[src/rtl/wb_responder_pkg.sv]
`default_nettype none
// ============================================================================
// Module      : wb_responder_pkg
// Description : Shared types, bus constants and address helpers for the
//               Wishbone memory responder.
// Revision    : 1.0 - initial release
// ============================================================================
package wb_responder_pkg;

    localparam int WB_DATA_WIDTH = 32;
    localparam int WB_SEL_WIDTH  = 4;

    typedef enum logic [1:0] {
        ST_IDLE = 2'd0,
        ST_WAIT = 2'd1,
        ST_RESP = 2'd2
    } wb_state_e;

    // Byte address to 32-bit word index.
    function automatic logic [31:0] word_index(input logic [31:0] byte_adr);
        return byte_adr >> 2;
    endfunction

    function automatic logic index_in_range(input logic [31:0] idx,
                                            input int unsigned depth);
        return (idx < depth);
    endfunction

endpackage
`default_nettype wire

[src/rtl/wb_responder_mem.sv]
`default_nettype none
// ============================================================================
// Module      : wb_responder_mem
// Description : DEPTH x 32 register array with per-byte write enables,
//               asynchronous read and synchronous clear on reset.
// Revision    : 1.0 - initial release
// ============================================================================
module wb_responder_mem
    import wb_responder_pkg::*;
#(
    parameter int DEPTH = 16,
    parameter int IDX_W = 4
) (
    input  logic                     wb_clk_i,
    input  logic                     wb_rst_i,
    input  logic                     i_wr_en,
    input  logic [IDX_W-1:0]         i_idx,
    input  logic [WB_SEL_WIDTH-1:0]  i_wr_sel,
    input  logic [WB_DATA_WIDTH-1:0] i_wr_data,
    output logic [WB_DATA_WIDTH-1:0] o_rd_data
);

    logic [WB_DATA_WIDTH-1:0] r_mem [DEPTH];
    logic [WB_DATA_WIDTH-1:0] w_mask;

    generate
        for (genvar g = 0; g < WB_SEL_WIDTH; g++) begin : g_lane_mask
            assign w_mask[8*g +: 8] = {8{i_wr_sel[g]}};
        end
    endgenerate

    always_ff @(posedge wb_clk_i) begin
        if (wb_rst_i) begin
            for (int i = 0; i < DEPTH; i++) begin
                r_mem[i] <= '0;
            end
        end else if (i_wr_en) begin
            r_mem[i_idx] <= (r_mem[i_idx] & ~w_mask) | (i_wr_data & w_mask);
        end
    end

    assign o_rd_data = r_mem[i_idx];

endmodule
`default_nettype wire

[src/rtl/wishbone_mem_responder.sv]
`default_nettype none
// ============================================================================
// Module      : wishbone_mem_responder
// Description : Wishbone classic single-transfer slave backed by a byte-laned
//               register memory with programmable wait states.
//               Define WB_RESPONDER_ERR_EN to terminate out-of-range accesses
//               with wb_err_o instead of wb_ack_o.
// Revision    : 1.0 - initial release
// ============================================================================
module wishbone_mem_responder
    import wb_responder_pkg::*;
#(
    parameter int ADDR_WIDTH  = 8,
    parameter int DEPTH       = 16,
    parameter int WAIT_STATES = 2
) (
    input  logic                     wb_clk_i,
    input  logic                     wb_rst_i,
    input  logic [ADDR_WIDTH-1:0]    wb_adr_i,
    input  logic [WB_DATA_WIDTH-1:0] wb_dat_i,
    output logic [WB_DATA_WIDTH-1:0] wb_dat_o,
    input  logic [WB_SEL_WIDTH-1:0]  wb_sel_i,
    input  logic                     wb_we_i,
    input  logic                     wb_stb_i,
    input  logic                     wb_cyc_i,
    output logic                     wb_ack_o,
    output logic                     wb_err_o,
    output logic [15:0]              access_count_o
);

    localparam int c_IDX_W = (DEPTH > 1) ? $clog2(DEPTH) : 1;

    wb_state_e                r_state;
    wb_state_e                w_state_nxt;
    logic [3:0]               r_wait_cnt;
    logic [3:0]               w_wait_cnt_nxt;
    logic [ADDR_WIDTH-1:0]    r_adr;
    logic                     r_we;
    logic [WB_SEL_WIDTH-1:0]  r_sel;
    logic [WB_DATA_WIDTH-1:0] r_dat;
    logic                     r_ack;
    logic [WB_DATA_WIDTH-1:0] r_dat_o;
    logic [15:0]              r_access_count;

    logic                     w_capture;
    logic                     w_ack_nxt;
    logic [WB_DATA_WIDTH-1:0] w_dat_nxt;
    logic                     w_wr_en;
    logic                     w_term;
    logic [31:0]              w_index;
    logic                     w_in_range;
    logic [WB_DATA_WIDTH-1:0] w_rd_data;

`ifdef WB_RESPONDER_ERR_EN
    logic                     r_err;
    logic                     w_err_nxt;
`endif

    // Decode always works on the latched address, never the live bus.
    assign w_index    = word_index(32'(r_adr));
    assign w_in_range = index_in_range(w_index, DEPTH);

    wb_responder_mem #(
        .DEPTH (DEPTH),
        .IDX_W (c_IDX_W)
    ) u_mem (
        .wb_clk_i  (wb_clk_i),
        .wb_rst_i  (wb_rst_i),
        .i_wr_en   (w_wr_en),
        .i_idx     (w_index[c_IDX_W-1:0]),
        .i_wr_sel  (r_sel),
        .i_wr_data (r_dat),
        .o_rd_data (w_rd_data)
    );

    always_comb begin
        w_state_nxt    = r_state;
        w_wait_cnt_nxt = r_wait_cnt;
        w_capture      = 1'b0;
        w_ack_nxt      = 1'b0;
        w_dat_nxt      = '0;
        w_wr_en        = 1'b0;
`ifdef WB_RESPONDER_ERR_EN
        w_err_nxt      = 1'b0;
`endif
        case (r_state)
            ST_IDLE: begin
                if (wb_cyc_i && wb_stb_i) begin
                    w_capture = 1'b1;
                    if (WAIT_STATES == 0) begin
                        w_state_nxt = ST_RESP;
                    end else begin
                        w_wait_cnt_nxt = 4'(WAIT_STATES - 1);
                        w_state_nxt    = ST_WAIT;
                    end
                end
            end
            ST_WAIT: begin
                if (!(wb_cyc_i && wb_stb_i)) begin
                    w_state_nxt = ST_IDLE;
                end else if (r_wait_cnt == 4'd0) begin
                    w_state_nxt = ST_RESP;
                end else begin
                    w_wait_cnt_nxt = r_wait_cnt - 4'd1;
                end
            end
            ST_RESP: begin
                w_state_nxt = ST_IDLE;
                if (w_in_range) begin
                    w_ack_nxt = 1'b1;
                    w_wr_en   = r_we;
                    if (!r_we) begin
                        w_dat_nxt = w_rd_data;
                    end
                end else begin
`ifdef WB_RESPONDER_ERR_EN
                    w_err_nxt = 1'b1;
`else
                    w_ack_nxt = 1'b1;
`endif
                end
            end
            default: begin
                w_state_nxt = ST_IDLE;
            end
        endcase
    end

`ifdef WB_RESPONDER_ERR_EN
    assign w_term = w_ack_nxt | w_err_nxt;
`else
    assign w_term = w_ack_nxt;
`endif

    always_ff @(posedge wb_clk_i) begin
        if (wb_rst_i) begin
            r_state        <= ST_IDLE;
            r_wait_cnt     <= 4'd0;
            r_adr          <= '0;
            r_we           <= 1'b0;
            r_sel          <= '0;
            r_dat          <= '0;
            r_ack          <= 1'b0;
            r_dat_o        <= '0;
            r_access_count <= 16'd0;
        end else begin
            r_state    <= w_state_nxt;
            r_wait_cnt <= w_wait_cnt_nxt;
            if (w_capture) begin
                r_adr <= wb_adr_i;
                r_we  <= wb_we_i;
                r_sel <= wb_sel_i;
                r_dat <= wb_dat_i;
            end
            r_ack   <= w_ack_nxt;
            r_dat_o <= w_dat_nxt;
            if (w_term && (r_access_count != 16'hFFFF)) begin
                r_access_count <= r_access_count + 16'd1;
            end
        end
    end

`ifdef WB_RESPONDER_ERR_EN
    always_ff @(posedge wb_clk_i) begin
        if (wb_rst_i) begin
            r_err <= 1'b0;
        end else begin
            r_err <= w_err_nxt;
        end
    end
    assign wb_err_o = r_err;
`else
    assign wb_err_o = 1'b0;
`endif

    assign wb_ack_o       = r_ack;
    assign wb_dat_o       = r_dat_o;
    assign access_count_o = r_access_count;

endmodule
`default_nettype wire

[config.mk]
export PLATFORM = sky130hd
export DESIGN_NAME = wishbone_mem_responder
export DESIGN_NICKNAME = d
export VERILOG_FILES = /design/src/rtl/wb_responder_pkg.sv /design/src/rtl/wb_responder_mem.sv /design/src/rtl/wishbone_mem_responder.sv
export SDC_FILE = /design/constraint.sdc
export NUM_CORES = 1
export LEC_CHECK = 0
export ABC_CLOCK_PERIOD_IN_PS = 2750
export BUFFER_PORTS_ARGS = -buffer_cell sky130_fd_sc_hd__buf_2
export CORE_ASPECT_RATIO = 1.2
export CORE_MARGIN = 2
export CORE_UTILIZATION = 38
export CTS_BUF_LIST = sky130_fd_sc_hd__clkbuf_8
export CTS_CLUSTER_SIZE = 20
export DETAILED_ROUTE_END_ITERATION = 6
export HOLD_SLACK_MARGIN = 0.15
export SYNTH_ARGS = -nofsm -noshare
export SYNTH_HDL_FRONTEND = slang
export SYNTH_SLANG_ARGS = --single-unit
[constraint.sdc]
create_clock -name wb_clk_i -period 2.75 [get_ports wb_clk_i]
set_input_delay 0.1375 -clock wb_clk_i [delete_from_list [all_inputs] [get_ports wb_clk_i]]
set_output_delay 0.1375 -clock wb_clk_i [all_outputs]
set_load 0.03 [all_outputs]
==> results of run 1 <==
==> flip-flops by register name, summed over array words and instances, names as in the netlist, named ones only <==
signal	cells
u_mem.r_mem	512
r_dat	32
wb_dat_o	32
access_count_o	16
r_adr	6
r_sel	4
r_wait_cnt	4
r_state	2
r_we	1
wb_ack_o	1
==> worst max path at each step <==
stage                                   endpoint  cells past startpoint  slack [ns]
6_report        u_mem.r_mem[6][26]$_SDFFCE_PN0P_                      7        0.18
5_1_grt         u_mem.r_mem[2][26]$_SDFFCE_PN0P_                      7        0.03
4_1_cts         u_mem.r_mem[9][28]$_SDFFCE_PN0P_                      6        0.04
3_5_place_dp    u_mem.r_mem[9][28]$_SDFFCE_PN0P_                      6        0.06
3_3_place_gp   u_mem.r_mem[15][21]$_SDFFCE_PN0P_                      6        0.17
2_1_floorplan   u_mem.r_mem[12][0]$_SDFFCE_PN0P_                      6        0.19
==> stage by stage <==
step / hold slack [ns] / instances / instance area (um^2) / utilization [%] / power, mW
floorplan: 0.273 / 2149 / 26700 / - / 11.8
global placement: 0.386 / 3113 / 28600 / 41.2 / 12.3
detailed placement: 0.387 / 3113 / 28600 / 41.2 / 12.4
CTS: 0.150 / 3377 / 31400 / 45.2 / 20.2
global route: 0.207 / 3382 / 31500 / 45.3 / 20.8
finish: 0.221 / 3382 / 31500 / 45.3 / 20.1
==> report_power, final <==
part / leakage (nW) / switching [mW] / internal [mW]
registers: 6.11 / 0.136 / 10.3
logic: 3.76 / 1.12 / 0.708
clock network: 1.16 / 3.70 / 4.13
==> timing repair <==
action | 4_1_cts | 5_1_grt
setup endpoints to repair | 0 | 59
gates resized for setup | 0 | 1
buffers inserted | 0 | 3
hold buffers | 81 | 0
hold endpoints to repair | 53 | 0
==> cell type report <==
class / instances / share of cell area (%)
inverters: 5 / 0.0596
diodes: 1 / 0.00794
well taps: 918 / 3.65
clock buffers: 116 / 5.07
flip-flops and latches: 614 / 55.3
clock inverters: 67 / 1.21
multi-input cells: 1357 / 26.2
repair buffers: 304 / 8.47
==> worst register-to-register path: stages (launching register included) <==
cell	delay (ns)
dfxtp_2	0.65
buf_4	0.28
nor2b_4	0.19
buf_4	0.30
a22oi_1	0.17
nand4_1	0.15
o211a_2	0.43
nor2_1	0.09
==> layer usage <==
layer / global-route usage [%] / wire [um] / vias up
li1: - / - / 8178
met2: 39.4 / 41200 / 869
met1: 28.1 / 31000 / 9270
met4: 10.3 / 3490 / 2
met5: 1.09 / 105 / -
met3: 3.58 / 6760 / 178
==> cells in the mapped netlist (8+ instances only) <==
cell      instances
a211oi_1         12
a21oi_1          81
a221oi_1         32
a22oi_1          24
buf_2            27
buf_6            34
clkbuf_1         95
dfxtp_1         102
edfxtp_1        512
mux2i_1         175
mux4_2           32
nand2_1         204
nand2b_1         39
nand3_1          17
nand3b_1         17
nand4_1          26
nor2_1          529
nor2_2           10
nor2b_1          17
o211a_2          31
o21ai_0           8
o21ai_1          10
xnor2_1          14
==> cells in the final DEF (no fill, tap or decap), drive strengths merged, types with 6 or more instances in the layout <==
cell type	Yosys	layout
mux4	32	32
a221oi	36	36
clkinv	0	22
o21ai	18	18
nand4b	7	7
nand2b	39	39
mux2i	175	175
nand2	204	204
o211a	31	31
nand3b	17	17
clkbuf	95	116
mux2	7	7
nand4	26	26
buf	79	223
xnor2	14	14
or4	7	7
inv	5	44
a22o	7	7
nand3	17	17
nor2b	17	18
a21oi	81	81
edfxtp	512	512
a211oi	12	12
nor3	6	6
or3	7	7
dlygate4sd3	0	81
a22oi	24	24
nor2	539	539
dfxtp	102	102
==> cells by family (layout without fill, tap and decap cells) <==
| logic type | Yosys count | after routing | synth area share (%) |
|---|---|---|---|
| other | 1 | 2 | 0.0141 |
| adder cells (fa/ha/maj) | 3 | 3 | 0.141 |
| XOR/XNOR | 17 | 17 | 0.559 |
| multiplexers | 214 | 214 | 9.57 |
| AND/OR/NAND/NOR | 906 | 907 | 14.6 |
| buffers and inverters | 179 | 492 | 4.01 |
| flip-flops | 614 | 614 | 65.4 |
| AO/OA/AOI/OAI | 215 | 215 | 5.76 |
==> summary.txt, run 1 <==
Critical path
  – Cell mode on critical path: buf_4
  – R2R depth: 7
  – CP top delay family: flip-flops
  – R2r setup slk: 0.18 ns
  – Slowest-stage cell, CP: dfxtp_2
  – Arrival time worst endpoint: 3.00 ns
  – CP cell instances: buf_4 > nor2b_4 > buf_4 > a22oi_1 > nand4_1 > o211a_2 > nor2_1
  – Max incr delay on CP: 0.65 ns
  – Critical path startpoint category: flip-flop
  – CP Class: reg2reg
  – CP Max Fanout: 17
  – CP Buf/Inv Count: 2
  – Crit end category: flip-flop
  – FF-to-FF End: u_mem.r_mem[6][26]$_SDFFCE_PN0P_
  – Critical Path RT: 3.18 ns

Run status
  – Status: finished, final reports clean

Global route
  – Largest net degree at the start of global routing: 45
  – First-pass GRT wire length: 121000 um
  – Total global routing overflow: 0
  – GRT Total Usage: 22.8%
  – Number of global-route vias before repair: 19063
  – Antenna violations before repair: 2

STA
  – Crit share post-route: 93.4%
  – Final worst setup slack: 0.181 ns
  – Setup total negative slack: 0 ns
  – Final hold viol count: 0
  – Measured slew at the worst slew-check pin: 1.16 ns
  – Min Tclk post-route: 2.57 ns
  – Worst Clk Skew: 0.0475 ns
  – RSZ-0062 raised after global routing: false
  – Slew Viols, Final: 0
  – Final setup fails: 0
  – Max Clock Freq: 0.389 GHz
  – Slew margin rel.: 22.7%

Die
  – DIE HEIGHT: 294 um
  – Initial Utilization: 38.3%
  – Area of the die: 72300 um^2
  – Site row count: 106
  – Core area: 69500 um^2
  – IO Count: 99
  – Die W: 246 um

Placed design
  – Port Buf Inserts: 95
  – Dpl hpwl: 46900 um
  – Setup WS pre-CTS: 0.0587 ns
  – Placer Congestion: 0.799

Synthesis
  – Synthesized area: 26700 um^2
  – Syn_area_per_cell: 12.4 um^2
  – Async SR Flop Fraction: 0%
  – Syn Nets: 2201
  – Main synth FF type: edfxtp_1
  – Sequential fraction of the synthesis area: 65.4%
  – Yosys cell types: 53
  – Top post-synthesis cells by area: edfxtp_1 58%, dfxtp_1 7.7%, nor2_1 7.5%
  – Post-synth EDFFs: 512
  – Post-synth top area share: 57.7%
  – Syn. warnings: 0
  – Cells after synthesis: 2149
  – #FFs+latches synth: 614
  – Synth area leader: edfxtp_1

Detailed routing
  – Vias/cell: 5.47
  – DRT iter0 DRCs: 1859
  – Remaining DRCs: 0
  – Detailed Route WL: 82500 um
  – Wire per inst: 24.4 um
  – Detail Route Antenna Nets: 0
  – Vias after detailed routing: 18497
  – DRT Pass-1 Iters: 6

Final layout
  – Register area: 17400 um^2
  – Ratio of cells with drive above 1 in the final layout: 19.7%
  – Fillcell total: 6347
  – Nets: 2432
  – Area of the multi-input gates: 8270 um^2
  – Synthesis-to-layout area growth: 18.2%

Clocking
  – Clock Sinks: 614
  – Clk_lat worst skew: 0.72 ns
  – Root Driver: clkbuf_8
  – TritonCTS clock tree: yes
  – H-Tree Depth: 3
  – Worst-path clk slew: 0.06 ns
  – CTS buffer count: 98
  – Max clock buf depth: 3

Worst hold path
  – Hold depth: 4
  – Hold Path End: r_adr[6]$_SDFFE_PP0P_
  – Min-Delay Path Class: in2reg
  – Worst Hold Launch: wb_adr_i[6]

Pwr
  – PwrDens: 639 nW/um^2
  – Peak supply drop: 0.366 mV
  – Pleak: 11.0 nW

Flow run
  – Max-cap violations: 0
No activity file was read; power rests on OpenSTA's default activity.
==> run 2: changes to the inputs <==
--- a/config.mk
+++ b/config.mk
@@ -10,10 +10,11 @@
 export CORE_ASPECT_RATIO = 1.2
 export CORE_MARGIN = 2
 export CORE_UTILIZATION = 38
-export CTS_BUF_LIST = sky130_fd_sc_hd__clkbuf_8
+export CTS_BUF_LIST = sky130_fd_sc_hd__clkbuf_2
 export CTS_CLUSTER_SIZE = 20
 export DETAILED_ROUTE_END_ITERATION = 6
 export HOLD_SLACK_MARGIN = 0.15
+export SLEW_MARGIN = 20
 export SYNTH_ARGS = -nofsm -noshare
 export SYNTH_HDL_FRONTEND = slang
 export SYNTH_SLANG_ARGS = --single-unit
==> run 2 against run 1 <==
Net effect: design area grew 0.62%; global-route usage rose by 0.71 points; register-to-register slack worse by 0.03 ns; combinational power is 4% higher; via count increased by 4.2%; die area unchanged; clock-buffer cell count is 117 higher; clock power down 13%.
==> summary.txt, run 2 (synthesized netlist as in run 1, its figures left out) <==
Critical path
  – R2r setup slk: 0.16 ns (-0.03 ns)
  – Cell mode on critical path: buf_4
  – Crit end category: flip-flop
  – Critical path startpoint category: flip-flop
  – Critical Path RT: 3.78 ns (+0.60 ns)
  – Arrival time worst endpoint: 3.62 ns (+0.62 ns)
  – R2R depth: 7 (unchanged)
  – Slowest-stage cell, CP: dfxtp_2
  – CP Buf/Inv Count: 2 (unchanged)
  – CP Max Fanout: 17 (unchanged)
  – CP cell instances: buf_4 > nor2b_4 > buf_4 > a22oi_1 > nand4_1 > o211a_2 > nor2_1
  – CP Class: reg2reg
  – FF-to-FF End: u_mem.r_mem[1][26]$_SDFFCE_PN0P_
  – Max incr delay on CP: 0.68 ns (+0.03 ns)
  – CP top delay family: flip-flops

Global route
  – Antenna violations before repair: 3 (+1)
  – Largest net degree at the start of global routing: 45 (unchanged)
  – Total global routing overflow: 0 (unchanged)
  – First-pass GRT wire length: 124000 um (+2.7%)
  – GRT Total Usage: 23.6% (+0.71 points)
  – Number of global-route vias before repair: 19919 (+4.5%)

Worst hold path
  – Hold Path End: r_state[1]$_SDFFE_PP0P_
  – Min-Delay Path Class: in2reg
  – Worst Hold Launch: wb_cyc_i
  – Hold depth: 5 (+1)

STA
  – Max Clock Freq: 0.385 GHz (-1.0%)
  – Final setup fails: 0 (unchanged)
  – Measured slew at the worst slew-check pin: 1.11 ns (-0.0496 ns)
  – Crit share post-route: 94.4% (+0.94 points)
  – Final hold viol count: 0 (unchanged)
  – Min Tclk post-route: 2.59 ns (+0.0258 ns)
  – Slew Viols, Final: 0 (unchanged)
  – Setup total negative slack: 0 ns (unchanged)
  – Worst Clk Skew: 0.0997 ns (+0.0522 ns)
  – RSZ-0062 raised after global routing: false
  – Slew margin rel.: 26.1% (+3.3 points)

Clocking
  – Clock Sinks: 614 (unchanged)
  – Max clock buf depth: 3 (unchanged)
  – Worst-path clk slew: 0.12 ns (+0.06 ns)
  – TritonCTS clock tree: yes
  – H-Tree Depth: 4 (+1)
  – CTS buffer count: 152 (+55%)
  – Root Driver: clkbuf_2
  – Clk_lat worst skew: 1.35 ns (+0.63 ns)

Detailed routing
  – Detailed Route WL: 84800 um (+2.8%)
  – Vias after detailed routing: 19274 (+4.2%)
  – DRT Pass-1 Iters: 5 (-1)
  – Remaining DRCs: 0 (unchanged)
  – Vias/cell: 5.45 (-0.39%)
  – DRT iter0 DRCs: 2178 (+17%)
  – Detail Route Antenna Nets: 0 (unchanged)
  – Wire per inst: 24.0 um (-1.7%)

Final layout
  – Synthesis-to-layout area growth: 18.9%
  – Most frequent cells in the layout: 527 x nor2_1, 512 x edfxtp_1, 233 x clkbuf_2
  – Nets: 2547 (+4.7%)
  – Top reg by flops: u_mem.r_mem
  – Largest register FFs: 512 (unchanged)
  – Ratio of cells with drive above 1 in the final layout: 22.8% (+3.2 points)
  – Most common cell after layout, fill and taps aside: nor2_1
  – Fin area: 31700 um^2 (+0.62%)

Pwr
  – Pleak: 11.2 nW (+1.6%)
  – Peak supply drop: 0.325 mV (-11%)
  – PwrDens: 605 nW/um^2 (-5.4%)

Die
  – Initial Utilization: 38.3% (unchanged)
  – Core area: 69500 um^2 (unchanged)
  – DIE HEIGHT: 294 um (unchanged)
  – Die W: 246 um (unchanged)
  – Area of the die: 72300 um^2 (unchanged)
  – Site row count: 106 (unchanged)
  – IO Count: 99 (unchanged)

Placed design
  – Post-DP Area: 28600 um^2 (unchanged)
  – Port Buf Inserts: 95 (unchanged)
  – Dpl hpwl: 46900 um (unchanged)
  – Placer Congestion: 0.799 (unchanged)

Run status
  – Status: finished, final reports clean

Flow run
  – Max-cap violations: 0 (unchanged)
==> run 2: cell count changes in the layout (fill, tap and decap cells not counted), sizes merged <==
cell,delta
dlygate4sd3,+56
clkinvlp,-2
inv,-36
clkinv,+11
buf,+5
bufinv,+5
clkbuf,+117
==> run 2: final cells by class <==
class                   count  area, um^2
repair buffers            365        3280
flip-flops and latches    614       17400
diodes                      1        2.50
inverters                   5        18.8
fillers                  6388       37800
clock inverters            45         395
clock buffers             233        1170
well taps                 918        1150
multi-input cells        1357        8270
==> run 2: worst max-delay path by stage <==
stage,cells after the start,end
5_1_grt,7,u_mem.r_mem[9][26]$_SDFFCE_PN0P_
3_5_place_dp,6,u_mem.r_mem[9][28]$_SDFFCE_PN0P_
4_1_cts,7,r_dat[27]$_SDFFE_PP0P_
6_report,7,u_mem.r_mem[1][26]$_SDFFCE_PN0P_
3_3_place_gp,6,u_mem.r_mem[15][21]$_SDFFCE_PN0P_
2_1_floorplan,6,u_mem.r_mem[12][0]$_SDFFCE_PN0P_
==> run 2: worst reg2reg max path, delay by kind of cell, from the launching register on <==
| kind | cells | cell delay, ns |
|---|---|---|
| compound gates | 2 | 0.62 |
| buf+inv | 2 | 0.58 |
| flops | 1 | 0.68 |
| simple gates | 3 | 0.41 |
==> run 2: power breakdown <==
group          internal [mW]  switching [mW]  total [mW]  leakage [nW]
Sequential              10.3           0.137        10.5          6.11
Combinational          0.764            1.15        1.91          3.93
Clock                   3.00            3.80        6.80          1.16
==> run 2: per-layer routing <==
layer | wire (um) | global-route usage (%) | share of wire [%]
met1 | 31700 | 28.1 | 37
met2 | 42600 | 40.8 | 50
met3 | 6800 | 4.50 | 8.0
met4 | 3610 | 11.1 | 4.3
met5 | 102 | 1.09 | 0.12
==> run 2: timing repair <==
item | 4_1_cts | 5_1_grt
setup endpoints to repair | 0 | 53
hold buffers | 138 | 0
setup buffers | 0 | 7
endpoints found under the hold margin | 745 | 0
resized for setup | 0 | 1
==> run 2: stage by stage <==
stage / instances / setup WS (ns) / hold WS, ns / power [mW] / utilization (%)
after global routing: 3538 / 0.0415 / 0.259 / 19.9 / 45.6
after floorplan: 2149 / 0.186 / 0.273 / 11.8 / -
after detailed placement: 3113 / 0.0587 / 0.387 / 12.4 / 41.2
final: 3538 / 0.155 / 0.322 / 19.2 / 45.6
after CTS: 3529 / 0.0327 / 0.161 / 19.3 / 45.5
after global placement: 3113 / 0.174 / 0.386 / 12.3 / 41.2
